--- config.mk ---
export PLATFORM = sky130hd
export DESIGN_NAME = decoder_scan_nx2n
export DESIGN_NICKNAME = d
export VERILOG_FILES = /design/src/rtl/decoder_pkg.sv /design/src/rtl/onehot_dec.sv /design/src/rtl/decoder_scan_nx2n.sv
export SDC_FILE = /design/constraint.sdc
export NUM_CORES = 1
export LEC_CHECK = 0
export ABC_CLOCK_PERIOD_IN_PS = 2700
export CAP_MARGIN = 20
export CORE_AREA = 2 2 41 43
export CTS_CLUSTER_SIZE = 8
export DETAILED_ROUTE_END_ITERATION = 10
export DIE_AREA = 0 0 43 45
export GPL_TIMING_DRIVEN = 0
export PLACE_DENSITY = 0.83
export SLEW_MARGIN = 20
export SYNTH_ARGS = -nofsm -noshare
export SYNTH_HDL_FRONTEND = slang
export SYNTH_HIERARCHICAL = 1
export SYNTH_SLANG_ARGS = --single-unit
--- constraint.sdc ---
create_clock -name clk -period 2.7 [get_ports clk]
set_clock_uncertainty 0.2 [all_clocks]
set_input_delay 0.54 -clock clk [delete_from_list [all_inputs] [get_ports clk]]
set_output_delay 0.54 -clock clk [all_outputs]
set_load 0.03 [all_outputs]
--- src/rtl/decoder_pkg.sv ---
// Shared definitions for the scanning one-hot decoder: mode codes,
// controller state and sizing helpers.
package decoder_pkg;

   localparam logic [1:0] MODE_HOLD    = 2'b00;
   localparam logic [1:0] MODE_PULSE   = 2'b01;
   localparam logic [1:0] MODE_SCAN_UP = 2'b10;
   localparam logic [1:0] MODE_SCAN_DN = 2'b11;

   // OFF: disabled/after reset; ACTIVE: one output asserted;
   // IDLE_PULSE: pulse mode between strobes, all outputs idle.
   typedef enum logic [1:0] {
      ST_OFF        = 2'd0,
      ST_ACTIVE     = 2'd1,
      ST_IDLE_PULSE = 2'd2
   } dec_state_e;

   // Number of decoded outputs for a given select width.
   function automatic int out_n(input int sel_w);
      return 1 << sel_w;
   endfunction

   // Dwell counter width; never narrower than one bit so DWELL=1 still
   // has a legal (constant-zero) counter.
   function automatic int cnt_w(input int dwell);
      return (dwell <= 1) ? 1 : $clog2(dwell);
   endfunction

endpackage

--- src/rtl/onehot_dec.sv ---
// Purely combinational binary to one-hot decoder, one comparator per output.
module onehot_dec
   import decoder_pkg::*;
#(
   parameter int  SEL_W = 2,
   localparam int OUT_N = out_n(SEL_W)
) (
   input  logic [SEL_W-1:0] sel,
   output logic [OUT_N-1:0] onehot
);

   genvar gi;
   generate
      for (gi = 0; gi < OUT_N; gi++) begin : g_bit
         assign onehot[gi] = (sel == SEL_W'(gi));
      end
   endgenerate

endmodule

--- src/rtl/decoder_scan_nx2n.sv ---
// Registered SEL_W-to-2^SEL_W one-hot decoder with enable, hold/pulse
// modes and an autonomous up/down scan sequencer with per-output dwell.
module decoder_scan_nx2n
   import decoder_pkg::*;
#(
   parameter int  SEL_W      = 2,
   parameter int  DWELL      = 4,
   parameter bit  ACTIVE_LOW = 1'b0,
   localparam int OUT_N      = out_n(SEL_W)
) (
   input  logic             clk,
   input  logic             rst,
   input  logic             en,
   input  logic [1:0]       mode,
   input  logic             load,
   input  logic [SEL_W-1:0] sel,
   output logic [OUT_N-1:0] y,
   output logic [SEL_W-1:0] idx,
   output logic             wrap
);

   localparam int                DCNT_W    = cnt_w(DWELL);
   localparam logic [DCNT_W-1:0] DCNT_LAST = DCNT_W'(DWELL - 1);
   // Idle level of every output line; XOR with it applies the polarity.
   localparam logic [OUT_N-1:0]  IDLE_Y    = {OUT_N{ACTIVE_LOW}};

   logic [SEL_W-1:0]  idx_q, idx_d;
   logic [DCNT_W-1:0] dcnt_q, dcnt_d;
   dec_state_e        state_q, state_d;
   logic [1:0]        mode_q, mode_d;
   logic              wrap_q, wrap_d;
   logic [OUT_N-1:0]  y_q, y_d;
   logic [OUT_N-1:0]  dec_onehot;
   logic              entering;

   // Decode the index that will be driven next cycle.
   onehot_dec #(
      .SEL_W (SEL_W)
   ) u_onehot_dec (
      .sel    (idx_d),
      .onehot (dec_onehot)
   );

   // Next-state: enable gating, mode behaviour, dwell counting and wrap.
   always_comb begin
      idx_d    = idx_q;
      dcnt_d   = dcnt_q;
      state_d  = state_q;
      wrap_d   = 1'b0;
      mode_d   = mode;
      // Re-entry from disable or a mode switch restarts the dwell period.
      entering = (state_q == ST_OFF) || (mode != mode_q);

      if (!en) begin
         state_d = ST_OFF;
      end else begin
         case (mode)
            MODE_HOLD: begin
               dcnt_d  = '0;
               state_d = ST_ACTIVE;
               if (load) begin
                  idx_d = sel;
               end
            end
            MODE_PULSE: begin
               dcnt_d = '0;
               if (load) begin
                  idx_d   = sel;
                  state_d = ST_ACTIVE;
               end else if (state_q == ST_OFF) begin
                  // Coming back from disable shows the current index once.
                  state_d = ST_ACTIVE;
               end else begin
                  state_d = ST_IDLE_PULSE;
               end
            end
            default: begin
               state_d = ST_ACTIVE;
               if (load) begin
                  // Load overrides any dwell expiry in the same cycle.
                  idx_d  = sel;
                  dcnt_d = '0;
               end else if (entering) begin
                  dcnt_d = '0;
               end else if (dcnt_q == DCNT_LAST) begin
                  dcnt_d = '0;
                  if (mode == MODE_SCAN_UP) begin
                     idx_d  = idx_q + SEL_W'(1);
                     wrap_d = (idx_q == '1);
                  end else begin
                     idx_d  = idx_q - SEL_W'(1);
                     wrap_d = (idx_q == '0);
                  end
               end else begin
                  dcnt_d = dcnt_q + DCNT_W'(1);
               end
            end
         endcase
      end
   end

   // Output word: decoded index when active, otherwise idle level.
   always_comb begin
      y_d = IDLE_Y;
      if (state_d == ST_ACTIVE) begin
         y_d = dec_onehot ^ IDLE_Y;
      end
   end

   // State and output registers with synchronous reset.
   always_ff @(posedge clk) begin
      if (rst) begin
         idx_q   <= '0;
         dcnt_q  <= '0;
         state_q <= ST_OFF;
         mode_q  <= MODE_HOLD;
         wrap_q  <= 1'b0;
         y_q     <= IDLE_Y;
      end else begin
         idx_q   <= idx_d;
         dcnt_q  <= dcnt_d;
         state_q <= state_d;
         mode_q  <= mode_d;
         wrap_q  <= wrap_d;
         y_q     <= y_d;
      end
   end

   assign y    = y_q;
   assign idx  = idx_q;
   assign wrap = wrap_q;

endmodule
After elaboration in Yosys (flattened, before gate mapping)
Index checks and enable logic that the tools add are counted.
{"block": "op_classes", "addsub": 3, "eq_ne": 9, "n_mux": 16, "bitwise": 3, "reduce_logical": 8}
{"operator": "2-to-1 mux 2 bit", "count": 15}
{"operator": "equality test 2 bit, second input constant", "count": 5}
{"operator": "zero test 2 bit", "count": 4}
{"operator": "OR reduction 7 bit", "count": 1}
{"operator": "equality test 2 x 1 -> 1 bit, second input constant", "count": 3}
{"operator": "adder 2 x 1 -> 2 bit, second input constant", "count": 2}
{"operator": "OR reduction 2 bit", "count": 2}
{"operator": "inverter 1 bit", "count": 3}
{"operator": "!= test 2 bit", "count": 1}
{"operator": "subtractor 2 x 1 -> 2 bit, second input constant", "count": 1}
{"operator": "logical OR 1 bit", "count": 1}
{"operator": "2-to-1 mux 1 bit", "count": 1}
{"block": "word_totals", "ff_bits": 13, "in_bits": 8, "output_inout_bits": 7, "elab_cells": 45}

Depth between registers and ports, before layout
Gate-level depths: netlist of run 1.
{"block": "logic_depth", "word_depth": 8, "mapped_depth": 7, "depth_no_buf": 7}

By module
The synthesis of run 1 kept the hierarchy.
{"module": "decoder_scan_nx2n", "instances": 1, "cells_each": 68, "area_per_inst_um2": 649.4, "seq_area_each_um2": 260.2}
{"module": "onehot_dec", "instances": 1, "cells_each": 4, "area_per_inst_um2": 26.3, "seq_area_each_um2": 0.0}

Worst setup path before layout of run 1
No wires, ideal clock.
{"block": "synth_timing", "path_type": "input-to-reg", "startpoint": "input mode[1]", "endpoint": "register y_q[1] (netlist: y[1])", "setup_time_ns": 0.115, "arrival_time_ns": 1.808, "required_time_ns": 2.385, "setup_slack_ns": 0.577, "path_stages": 7, "path_buffers": 1, "cell_sequence": "buf_6 xnor2_1 nor4b_2 nand3_1 o221ai_1 and2b_2 and2_1"}
{"block": "synth_via", "elab_chain_cells": 8, "word_cells_on_any_way": 18, "cone_classes": "eq/ne (5); mux (8); bitwise (1); reduce/logical (4)"}
{"item": "start, declared", "line": "decoder_scan_nx2n.sv:14", "text": "input logic [1:0] mode,"}
{"item": "equality test 2 bit", "line": "decoder_scan_nx2n.sv:87", "text": "if (mode == MODE_SCAN_UP) begin"}
{"item": "2-to-1 mux 2 bit", "line": "decoder_scan_nx2n.sv:87"}
{"item": "2-to-1 mux 2 bit", "line": "decoder_scan_nx2n.sv:85", "text": "end else if (dcnt_q == DCNT_LAST) begin"}
{"item": "2-to-1 mux 2 bit", "line": "decoder_scan_nx2n.sv:83", "text": "end else if (entering) begin"}
{"item": "2-to-1 mux 2 bit", "line": "decoder_scan_nx2n.sv:79", "text": "if (load) begin"}
{"item": "2-to-1 mux 2 bit (*)"}
{"item": "2-to-1 mux 2 bit (*)", "line": "decoder_scan_nx2n.sv:54", "text": "if (!en) begin"}
{"item": "net idx_d[1]", "line": "decoder_scan_nx2n.sv:27", "text": "logic [SEL_W-1:0] idx_q, idx_d;"}
{"item": "equality test 2 x 1 -> 1 bit (*)", "line": "onehot_dec.sv:15", "text": "assign onehot[gi] = (sel == SEL_W'(gi));"}
{"item": "net dec_onehot[1]", "line": "decoder_scan_nx2n.sv:33", "text": "logic [OUT_N-1:0] dec_onehot;"}
{"item": "end signal, assigned", "line": "decoder_scan_nx2n.sv:125", "text": "y_q <= y_d;"}
{"item": "end, declared", "line": "decoder_scan_nx2n.sv:32", "text": "logic [OUT_N-1:0] y_q, y_d;"}
The timed path passes the listed nets; every way through them passes the cells marked *.
A chain may end at the register's enable or synchronous reset.

Worst setup path after layout of run 1
{"block": "layout_timing", "startpoint": "input mode[0]", "endpoint": "register y_q[1] (netlist: y[1])"}
Same word-level chain as after synthesis.

==> results.cfg, run 1 <==
[run_status]
status = complete, no violations

[logic_synthesis]
synth.area.top_cells = dfxtp_1 (39%), and2_1 (4.6%), nand2b_1 (3.7%)
synth_seq_cells = 13
synth_warnings = 6
synth_xor_area_share_pct = 6.30
synth_top_family_by_area = simple AND/OR/NAND/NOR gates
synth_cell_types = 36
synthSimpleGateAreaFrac_pct = 34.6
avgSynthCellArea_sq_um = 9.38
syn_nets = 81
synthFlopType = dfxtp_1
synth.mux.area_fraction_pct = 0
async_flop_share_pct = 0
seq_area_frac_synth_pct = 38.5
syn_area_sq_um = 676
synth_edf_count = 0
netlist_instances = 72
synth_compound_area_share_pct = 15.2
synth-adder-area-share_pct = 1.85
netlist_top_cells_count = dfxtp_1 (13), and2_1 (5), nand2_1 (5), nor2_1 (5), nand2b_1 (4)
synth_top_area_share_pct = 38.5
synth_top_area_cell = dfxtp_1
yosysMostFrequentCell = dfxtp_1

[cts]
htree_levels = 1
cts-resized-gates = 0
clk_latency_ns = 0.28
cts_buffers = 3
clock_path_buffers = 2
holdBufCountCts = 0
clock-root-buffer = clkbuf_4
clock_sinks = 13
cts_tree = done
path_clk_slew_ns = 0.08
cts_setup_buffers = 0

[worst_setup_path]
critPathKind = primary input to flop
arrival_ns = 2.53
cp_data_required_time_ns = 2.68
path_max_fanout = 5
crit_path_end_kind = flop
cp-start-kind = primary input

[detailed_routing]
routedWlPerCell_microns = 12.2
drc = 0
postRouteAntennaNets = 0
drt-pass1-iter-count = 4
wl_microns = 1270
routed_via_density = 5.43
vias = 565
drtIter0Drc = 15

[placement]
dpl.hpwl_microns = 925
numPortBuffers = 12
numPlacedInstances = 100
gp_congestion = 0.776

[power]
ir_drop_uv = 271
powerDensity_mw_per_mm2 = 475
power.leakage_nw = 0.304
p_clk_share_pct = 31.0
p_comb_share_pct = 18.1
p_sw_share_pct = 27.3
sequentialPowerShare_pct = 50.9
switchingPower_w = 0.000109
power.internal_w = 0.000291

[die]
start_util_pct = 45.9
core_sq_mm = 0.00147
die_w_microns = 43
rows = 14
dieArea_sq_mm = 0.00194
die_h_microns = 45
io_pins = 15

[hold_path]
hold_path.class = flop to flop

[sta]
period_share_pct = 94.6
relSlewSlack_pct = 72.7
rsz0062_at_grt = no
hold_viol_final = 0
max_freq_ghz = 0.392
report.final.slew_viol_count = 0
setup_violations = 0
min_period_ns = 2.55
worst_pin_slew_ns = 0.410

[global_route]
grtUsageTotal_pct = 14.0
grt_max_degree = 11
grt_overflow = 0
grt_pass1_vias = 482
grt_pass1_wl_microns = 1990
antenna_found_initial = 0

[layout]
syn2layout_area_growth_pct = 24.6
multi_input_area_sq_um = 392
final_nets = 98
fillers = 142
layout.cells.non_filler = 104
drive_above_1_share_pct = 15.9
diodes = 0
regArea_sq_um = 260
utilization_pct = 57.2

[flow_run]
cap_violations = 0
layout by cell type, fill, tap and decap left out, types with 2 or more instances in the layout:
cell type and n:
and2_1 5, nor3_1 2, nor2_1 5, nor2b_1 3, nand2b_1 4, xnor2_1 2, clkdlybuf4s50_1 12, clkbuf_1 2
clkbuf_4 3, nand4_1 3, nand3_1 2, dfxtp_1 13, a21oi_1 3, nand2_1 5
state kept, by name (all words and copies together), names as in the netlist:
name,count
wrap,1
dcnt_q,2
mode_q,2
y,4
idx,2
state_q,2
power by group through the flow:
stage               sequential [W]  clock, W  combinational, W
floorplan                 0.000215         0         0.0000400
global placement          0.000208         0         0.0000703
detailed placement        0.000208         0         0.0000720
CTS                       0.000204  0.000126         0.0000725
global route              0.000205  0.000134         0.0000778
finish                    0.000204  0.000124         0.0000722
stage by stage:
| step | hold slack, ns | setup WS, ns | total power, W | TNS (ns) | instance area [sq um] |
|---|---|---|---|---|---|
| CTS | 0.287 | 0.181 | 0.000403 | 0 | 842 |
| finish | 0.282 | 0.146 | 0.000400 | 0 | 842 |
| global route | 0.311 | 0.0603 | 0.000417 | 0 | 842 |
| floorplan | 0.249 | 0.577 | 0.000255 | 0 | 676 |
| detailed placement | 0.274 | -0.111 | 0.000280 | -0.111 | 816 |
| global placement | 0.258 | -0.0917 | 0.000278 | -0.0917 | 816 |
layer usage:
layer | track usage, % | share of wire (%) | vias up
met5 | 0 | 0 | -
met4 | 7.27 | 2.1 | 0
met3 | 3.60 | 6.2 | 4
met2 | 23.3 | 45 | 17
met1 | 16.8 | 46 | 259
li1 | - | - | 285
critical path: stages:
cell	delay, ns
clkdlybuf4s50_1	0.55
xor2_2	0.25
nor4b_2	0.33
nand3_1	0.15
o221ai_1	0.33
and2b_2	0.25
and2_1	0.13
area by class of cell:
cell class                      count  share of cell area [%]
Clock buffer                        4                    3.12
Inverter                            1                   0.446
Sequential cell                    13                    30.9
Timing Repair Buffer               12                    14.3
Tap cell                           16                    2.38
Buffer                              3                    2.38
Multi-Input combinational cell     55                    46.5
logic make-up after synthesis:
family	after synthesis
adders and majority gates	1
and+or+nand+nor	37
DFF	13
buffers and inverters	4
AOI/OAI and AO/OA	13
xor gates and xnor gates	4
final timing paths:
kind	start	end	slack, ns	cells past startpoint
min	dcnt_q[1]	dcnt_q[1]	0.28	2
max	mode[0]	y[1]	0.15	7
min reg2reg	dcnt_q[1]	dcnt_q[1]	0.28	2
max reg2reg	dcnt_q[0]	y[1]	0.52	7
No activity file was read; power rests on OpenSTA's default activity.
==> run 2, diff against run 1 <==
ABC_CLOCK_PERIOD_IN_PS = 2970   (was 2700)
CELL_PAD_IN_SITES_DETAIL_PLACEMENT = 0   (was default)
CELL_PAD_IN_SITES_GLOBAL_PLACEMENT = 1   (was default)
CORE_AREA = 2 2 46 48   (was 2 2 41 43)
DIE_AREA = 0 0 48 50   (was 0 0 43 45)
PLACE_DENSITY = 0.85   (was 0.83)
SLEW_MARGIN = default   (was 20)
clock period = 2.97 ns   (was 2.7 ns; I/O delays follow)
==> results.cfg, run 2 (synthesis gave the netlist of run 1 again) <==
[detailed_routing]
wl_met2_microns = 641
wl_microns = 1330
drtIter0Drc = 6
routedWlPerCell_microns = 11.5
wl_met1_microns = 618
postRouteAntennaNets = 0
vias = 556
met3_length_microns = 33
routed_via_density = 4.83
dr.max_layer_used = met4
drt-pass1-iter-count = 3
drc = 0

[worst_setup_path]
path_max_fanout = 5
cpPeakStageDelay_ns = 0.55
crit_path_end_kind = flop
critPathKind = primary input to flop
critPathBufInv = 1
crit_chain = clkdlybuf4s50_1 -> xor2_2 -> nor4b_2 -> nand3_1 -> o221ai_1 -> and2b_2 -> and2_1
r2r_slack_ns = 0.77
cpMaxStageDelayCell = clkdlybuf4s50_1
cp_data_required_time_ns = 2.95
arrival_ns = 2.60
cp-start-kind = primary input
crit_family = simple AND/OR/NAND/NOR gates

[global_route]
grt_pass1_wl_microns = 2210
grtUsageTotal_pct = 13.3
grt_overflow = 0
antenna_found_initial = 0
grt_max_degree = 11
grt_pass1_vias = 484

[layout]
layout_commonest_cell = dfxtp_1
diodes = 0
fillers = 186
drive_above_1_share_pct = 15.9
syn2layout_area_growth_pct = 26.7
final_nets = 98
multi_input_area_sq_um = 392
layout_common_cells = dfxtp_1 (13), clkdlybuf4s50_1 (12), nor2_1 (5), and2_1 (5), nand2_1 (5)
largest_reg_flops = 4
regArea_sq_um = 260

[cts]
holdBufCountCts = 0
clock_sinks = 13
path_clk_slew_ns = 0.08
cts-resized-gates = 0
cts_buffers = 3
clk_latency_ns = 0.27
htree_levels = 1
cts_setup_buffers = 0
clock_path_buffers = 2
cts_tree = done
clock-root-buffer = clkbuf_4

[die]
die_h_microns = 50
start_util_pct = 35.5
rows = 16
die_w_microns = 48
dieArea_sq_mm = 0.00240
io_pins = 15
core_sq_mm = 0.00190

[power]
power.leakage_nw = 0.304
ir_drop_uv = 163
powerDensity_mw_per_mm2 = 423

[sta]
hold_viol_final = 0
relSlewSlack_pct = 71.7
report.final.slew_viol_count = 0
period_share_pct = 88.1
setup_violations = 0
min_period_ns = 2.62
finalWorstSetupSlack_ns = 0.354
tns_ns = 0
max_freq_ghz = 0.382
worst_pin_slew_ns = 0.425
rsz0062_at_grt = no

[placement]
post-place-ws_ns = 0.0870
gp_congestion = 0.830
numPortBuffers = 12
dpl.hpwl_microns = 999

[flow_run]
cap_violations = 0

[run_status]
status = complete, no violations

[hold_path]
hold_path.class = flop to flop
[run 2: layout make-up]
cell class	count	area share (%)
Timing Repair Buffer	12	14.0
Clock buffer	4	3.07
Tap cell	27	3.95
Multi-Input combinational cell	55	45.8
Inverter	1	0.439
Sequential cell	13	30.4
Buffer	3	2.34
[run 2: stage by stage]
step	instances	hold WS, ns	utilization, %	area [sq um]	power (W)
6_report	115	0.282	45.0	856	0.000362
5_1_grt	115	0.311	45.0	856	0.000383
4_1_cts	115	0.284	45.0	856	0.000365
3_5_place_dp	111	0.270	43.6	830	0.000255
3_3_place_gp	111	0.262	43.6	830	0.000254
2_1_floorplan	72	0.249	-	676	0.000232
[run 2: worst min-delay path, cell delays in order, from the launching register on]
cell and delay [ns]:
dfxtp_1 0.32, nand2b_1 0.07, a21oi_1 0.05
[run 2: power by group]
group | total, W | switching (W) | internal [W]
registers | 0.000185 | 0.00000544 | 0.000180
clock network | 0.000111 | 0.0000589 | 0.0000520
logic | 0.0000658 | 0.0000337 | 0.0000321
total | 0.000362 | 0.0000980 | 0.000264
[run 2: path summary, 6_finish.rpt]
path / startpoint / endpoint / depth (start not counted)
worst min register to register: dcnt_q[1] / dcnt_q[1] / 2
worst min-delay path: dcnt_q[1] / dcnt_q[1] / 2
worst max register to register: dcnt_q[0] / y[1] / 7
worst max-delay path: mode[0] / y[1] / 7
[run 2: layer usage]
layer	vias to the layer above	global-route usage [%]
li1	286	-
met1	256	17.3
met2	10	18.9
met3	4	2.20
met4	0	9.46
met5	-	0
